<file path="src/rtl/seven_seg_pkg.sv">
// Segment patterns for the multiplexed 7-segment bus (bit 6 = a ... bit 0 = g),
// shared by the display driver and the reader.
package seven_seg_pkg;

  localparam logic [6:0] SEG_0     = 7'h7E;
  localparam logic [6:0] SEG_1     = 7'h30;
  localparam logic [6:0] SEG_2     = 7'h6D;
  localparam logic [6:0] SEG_3     = 7'h79;
  localparam logic [6:0] SEG_4     = 7'h33;
  localparam logic [6:0] SEG_5     = 7'h5B;
  localparam logic [6:0] SEG_6     = 7'h5F;
  localparam logic [6:0] SEG_7     = 7'h70;
  localparam logic [6:0] SEG_8     = 7'h7F;
  localparam logic [6:0] SEG_9     = 7'h7B;
  localparam logic [6:0] SEG_A     = 7'h77;
  localparam logic [6:0] SEG_B     = 7'h1F;
  localparam logic [6:0] SEG_C     = 7'h4E;
  localparam logic [6:0] SEG_D     = 7'h3D;
  localparam logic [6:0] SEG_E     = 7'h4F;
  localparam logic [6:0] SEG_F     = 7'h47;
  localparam logic [6:0] SEG_BLANK = 7'h00;

  typedef enum logic [1:0] {
    ST_UNSTABLE,
    ST_CAPTURE,
    ST_HELD
  } reader_state_t;

endpackage

</file>
<file path="src/rtl/seven_seg_decode.sv">
// Combinational 7-segment pattern to hex nibble decoder; flags blank and legal codes.
module seven_seg_decode
  import seven_seg_pkg::*;
(
  input  logic [6:0] i_pattern,
  output logic       o_legal,
  output logic       o_blank,
  output logic [3:0] o_nibble
);

  always_comb begin
    o_legal  = 1'b1;
    o_nibble = 4'h0;
    o_blank  = (i_pattern == SEG_BLANK);
    case (i_pattern)
      SEG_0:   o_nibble = 4'h0;
      SEG_1:   o_nibble = 4'h1;
      SEG_2:   o_nibble = 4'h2;
      SEG_3:   o_nibble = 4'h3;
      SEG_4:   o_nibble = 4'h4;
      SEG_5:   o_nibble = 4'h5;
      SEG_6:   o_nibble = 4'h6;
      SEG_7:   o_nibble = 4'h7;
      SEG_8:   o_nibble = 4'h8;
      SEG_9:   o_nibble = 4'h9;
      SEG_A:   o_nibble = 4'hA;
      SEG_B:   o_nibble = 4'hB;
      SEG_C:   o_nibble = 4'hC;
      SEG_D:   o_nibble = 4'hD;
      SEG_E:   o_nibble = 4'hE;
      SEG_F:   o_nibble = 4'hF;
      default: o_legal  = 1'b0;
    endcase
  end

endmodule

</file>
<file path="src/rtl/seven_seg_reader.sv">
// Receive side of the multiplexed 7-segment bus: synchronizes the bus, waits for a
// stable pattern, decodes it and holds one nibble per digit.
module seven_seg_reader
  import seven_seg_pkg::*;
#(
  parameter int DIGITS        = 4,
  parameter int STABLE_CYCLES = 16
)
(
  input  logic                  clock,
  input  logic                  reset,
  input  logic [6:0]            abcdefg,
  input  logic [DIGITS-1:0]     digit_sel,
  output logic [4*DIGITS-1:0]   digits,
  output logic [DIGITS-1:0]     digit_valid,
  output logic                  update,
  output logic [2:0]            update_index,
  output logic                  error
);

  localparam int W  = 7 + DIGITS;
  localparam int CW = $clog2(STABLE_CYCLES + 1);
  localparam logic [CW-1:0] CNT_MAX  = CW'(STABLE_CYCLES);
  localparam logic [CW-1:0] CNT_FIRE = CW'(STABLE_CYCLES - 2);

  logic [W-1:0]          r_sync1, r_sync2, r_prev;
  logic [CW-1:0]         r_cnt;
  reader_state_t         r_state, w_next;
  logic [4*DIGITS-1:0]   r_digits;
  logic [DIGITS-1:0]     r_valid;
  logic                  r_update, r_error;
  logic [2:0]            r_updateIndex;

  logic [6:0]            w_pattern;
  logic [DIGITS-1:0]     w_sel;
  logic                  w_same, w_captureNow, w_oneHot;
  logic                  w_legal, w_blank;
  logic [3:0]            w_nibble;
  logic [2:0]            w_idx;

  assign w_pattern    = r_sync2[6:0];
  assign w_sel        = r_sync2[W-1:7];
  assign w_same       = (r_sync2 == r_prev);
  assign w_oneHot     = $onehot(w_sel);
  // Capture fires on the edge that enters CAPTURE so the pulse and the digit update coincide.
  assign w_captureNow = (r_state == ST_UNSTABLE) && w_same && (r_cnt == CNT_FIRE);

  seven_seg_decode u_decode (
    .i_pattern (w_pattern),
    .o_legal   (w_legal),
    .o_blank   (w_blank),
    .o_nibble  (w_nibble)
  );

  always_comb begin
    w_idx = '0;
    for (int i = 0; i < DIGITS; i++) begin
      if (w_sel[i]) w_idx = 3'(i);
    end
  end

  always_ff @(posedge clock or posedge reset) begin
    if (reset) begin
      r_sync1 <= '0;
      r_sync2 <= '0;
      r_prev  <= '0;
      r_cnt   <= '0;
    end else begin
      r_sync1 <= {digit_sel, abcdefg};
      r_sync2 <= r_sync1;
      r_prev  <= r_sync2;
      if (!w_same) r_cnt <= '0;
      else if (r_cnt != CNT_MAX) r_cnt <= r_cnt + CW'(1);
    end
  end

  always_ff @(posedge clock or posedge reset) begin
    if (reset) r_state <= ST_UNSTABLE;
    else       r_state <= w_next;
  end

  always_comb begin
    w_next = r_state;
    case (r_state)
      ST_UNSTABLE: if (w_captureNow) w_next = ST_CAPTURE;
      // A change seen during CAPTURE must not be lost by parking in HELD.
      ST_CAPTURE:  w_next = w_same ? ST_HELD : ST_UNSTABLE;
      ST_HELD:     if (!w_same) w_next = ST_UNSTABLE;
      default:     w_next = ST_UNSTABLE;
    endcase
  end

  always_ff @(posedge clock or posedge reset) begin
    if (reset) begin
      r_digits      <= '0;
      r_valid       <= '0;
      r_update      <= 1'b0;
      r_error       <= 1'b0;
      r_updateIndex <= '0;
    end else begin
      r_update <= 1'b0;
      r_error  <= 1'b0;
      if (w_captureNow && w_oneHot) begin
        for (int i = 0; i < DIGITS; i++) begin
          if (w_sel[i]) begin
            r_valid[i] <= w_legal;
            if (w_legal) r_digits[4*i +: 4] <= w_nibble;
          end
        end
        if (w_legal) begin
          r_update      <= 1'b1;
          r_updateIndex <= w_idx;
        end else if (!w_blank) begin
          r_error <= 1'b1;
        end
      end
    end
  end

  assign digits       = r_digits;
  assign digit_valid  = r_valid;
  assign update       = r_update;
  assign update_index = r_updateIndex;
  assign error        = r_error;

endmodule

</file>
<file path="config.mk">
export PLATFORM = sky130hd
export DESIGN_NAME = seven_seg_reader
export DESIGN_NICKNAME = d
export VERILOG_FILES = /design/src/rtl/seven_seg_pkg.sv /design/src/rtl/seven_seg_decode.sv /design/src/rtl/seven_seg_reader.sv
export SDC_FILE = /design/constraint.sdc
export NUM_CORES = 1
export LEC_CHECK = 0
export BUFFER_PORTS_ARGS = -buffer_cell sky130_fd_sc_hd__buf_2
export CORE_MARGIN = 3
export CORE_UTILIZATION = 61
export DETAILED_ROUTE_END_ITERATION = 8
export PLACE_DENSITY = 0.84
export SYNTH_ARGS = -nofsm -noshare
export SYNTH_HDL_FRONTEND = slang
export SYNTH_SLANG_ARGS = --single-unit
</file>
<file path="constraint.sdc">
create_clock -name clock -period 7.4 [get_ports clock]
set_input_delay 0.74 -clock clock [delete_from_list [all_inputs] [get_ports clock]]
set_output_delay 0.74 -clock clock [all_outputs]
set_load 0.02 [all_outputs]
</file>
==> results.sh <==
export IMPL_status="finished, final reports clean"
export IMPL_antenna_cells=0
export IMPL_syn_area_per_cell_sq_um=13.16
export IMPL_place_inst=295
export IMPL_drtIter0Drc=112
export IMPL_synth_edf_count=0
export IMPL_r2r_start="r_sync2[8]"
export IMPL_synth_seq_cells=64
export IMPL_root_buffer="clkbuf_8"
export IMPL_h_tree_depth=3
export IMPL_core_sq_mm=0.004414
export IMPL_yosysWarnings=0
export IMPL_fin_cells=311
export IMPL_port_buffers=36
export IMPL_fin_skew_ps=8.224
export IMPL_fmax_ghz=0.2772
export IMPL_critPathLaunchType="flip-flop"
export IMPL_ant_nets=0
export IMPL_die_height_microns=73.95
export IMPL_yosysMostFrequentCell="dfrtp_1"
export IMPL_start_util=0.6380
export IMPL_grt_pass1_wl_microns=8362
export IMPL_path_delay_family="simple AND/OR/NAND/NOR gates"
export IMPL_fin_area_sq_mm=0.003178
export IMPL_dr_pass1_iters=4
export IMPL_hold_viol_final=0
export IMPL_io_pin_count=38
export IMPL_tns_ps=0
export IMPL_seq_area_frac_synth=0.5686
export IMPL_worst_path_max_delay_cell="fa_1"
export IMPL_async_flop_share=1.000
export IMPL_cpPeakStageDelay_ps=520
export IMPL_gp_congestion=0.8713
export IMPL_drc=0
export IMPL_finalNetCount=273
export IMPL_synthTopCellsByCount="dfrtp_1 (64), mux2_2 (17), xor2_1 (13)"
export IMPL_rsz0062_at_grt="false"
export IMPL_max_cap_violations=0
export IMPL_route_detailed_wl_per_inst_microns=16.45
export IMPL_cts_resized=0
export IMPL_worstPathCellList="inv_1, fa_1, inv_1, ha_1, ha_1, or3b_1, nor4_1, nand4_2, a211oi_2, mux2_2"
export IMPL_vias=1784
export IMPL_cp_end_kind="flip-flop"
export IMPL_path_buf_inv=2
export IMPL_cts_tree="built"
export IMPL_cts_inserted_buffers=9
export IMPL_setup_violations=0
export IMPL_cts_sinks=64
export IMPL_finalWorstSetupSlack_ps=3793
export IMPL_slew_violations=0
export IMPL_antenna_found_initial=0
export IMPL_criticalPathCategory="reg2reg"
export IMPL_ys_flop_type="dfrtp_1"
export IMPL_die_w_microns=73.95
export IMPL_startpoint="r_sync2[8]"
export IMPL_clkLatencyLatePin_ps=340
export IMPL_slew_headroom=0.3724
export IMPL_post_cts_buffers=0
export IMPL_hp_class="reg2reg"
export IMPL_drt_wl_total_microns=5115
export IMPL_dp_hpwl_microns=3430
export IMPL_placed_cell_area_sq_mm=0.003004
export IMPL_synth_area_top_cells="dfrtp_1 (57%), mux2_2 (6.8%), xor2_1 (4.0%)"
export IMPL_rows=24
export IMPL_via_per_inst=5.736
export IMPL_irDropWorstVdd_uv=190.6
export IMPL_crit_cells=10
export IMPL_worstReg2RegEnd="digits[10]"
export IMPL_grt_overflow=0
export IMPL_first_global_vias=1761
export IMPL_synth_top_cell_area_share=0.5686
export IMPL_syn_to_final_growth_pct=12.84
export IMPL_powerDensity_mw_per_mm2=210.9
export IMPL_reg2reg_slack_ps=3790
export IMPL_fin_crit_sh=0.4874
export IMPL_tightest_slew_ps=941.4
export IMPL_p_leak_nw=1.508
export IMPL_crit_arrival_ps=3830
export IMPL_yosysUniqueCellTypes=47
export IMPL_synth_nets=233
export IMPL_clockBufferDepth=2
export IMPL_drive_gt1_frac=0.3552
export IMPL_grt_start_max_net_pins=65
export IMPL_path_max_fanout=5
export IMPL_worst_ep_required_time_ps=7630
export IMPL_dieArea_sq_mm=0.005469
export IMPL_place_ws_ps=3824
export IMPL_layout_min_cycle_time_ps=3607
export IMPL_hold_depth=0
export IMPL_grt_usage=0.2110
export IMPL_ctsHoldBuffers=0
export IMPL_cp_endpoint="digits[10]"
export IMPL_clk_pin_slew_ps=80
export IMPL_netlist_area_sq_mm=0.002816
export IMPL_yosys_area_top_type="dfrtp_1"
export IMPL_synthCells=214
export IMPL_reg2reg_depth=10
==> where the power goes <==
group          switching [W]  internal, W  leakage [nW]  total (W)
Sequential         0.0000112     0.000359         0.818   0.000370
Combinational      0.0000245    0.0000144         0.608  0.0000388
Clock               0.000139     0.000122        0.0824   0.000261
==> cell usage in the layout, fill, tap and decap left out, types with 5 or more instances in the layout <==
cell type	instances
a211oi_2	5
mux2_2	17
xor2_1	13
nand2_1	8
buf_2	36
ha_1	5
inv_1	9
clkbuf_8	9
nor2_1	12
dfrtp_1	64
nor3_1	8
==> cell families after synthesis <==
group / synth area share
DFF: 0.5686
and+or+nand+nor: 0.1399
AOI/OAI and AO/OA: 0.08840
muxes: 0.08618
buffers and inverters: 0.03643
xor gates and xnor gates: 0.04976
adders and majority gates: 0.02932
other: 0.001331
==> per-layer routing <==
metal / part of all wire / GRT usage
met5: 0 / 0
met4: 0.015 / 0.07646
met3: 0.070 / 0.09865
met2: 0.47 / 0.3278
met1: 0.44 / 0.2602
==> layout make-up <==
class                           instances  area (sq um)
Clock buffer                           10         127.6
Clock inverter                          6         46.29
Fill cell                             300          1236
Inverter                               10         37.54
Multi-Input combinational cell        132          1112
Sequential cell                        64          1602
Tap cell                               52         65.06
Timing Repair Buffer                   37         187.7
==> flip-flops by register name (all words and copies together), names as in the netlist <==
signal,count
update,1
update_index,2
r_sync2,11
r_sync1,11
r_cnt,5
error,1
r_prev,11
digits,16
digit_valid,4
r_state,2
==> how the worst min path moves through the flow <==
stage                          start          to
final                     r_sync1[0]  r_sync2[0]
after global routing      r_sync1[0]  r_sync2[0]
after global placement    r_sync1[5]  r_sync2[5]
after CTS                 r_sync1[0]  r_sync2[0]
after floorplan           r_sync1[0]  r_sync2[0]
after detailed placement  r_sync1[5]  r_sync2[5]
==> stage by stage <==
step           hold slack, ps    util  total power [W]
5_1_grt                 366.5  0.7200        0.0006998
2_1_floorplan           331.2       -        0.0004063
3_3_place_gp            331.8  0.6806        0.0004140
3_5_place_dp            334.7  0.6806        0.0004159
4_1_cts                 347.9  0.7200        0.0006768
6_report                347.9  0.7200        0.0006701
Power figures use the tool's default switching activity.
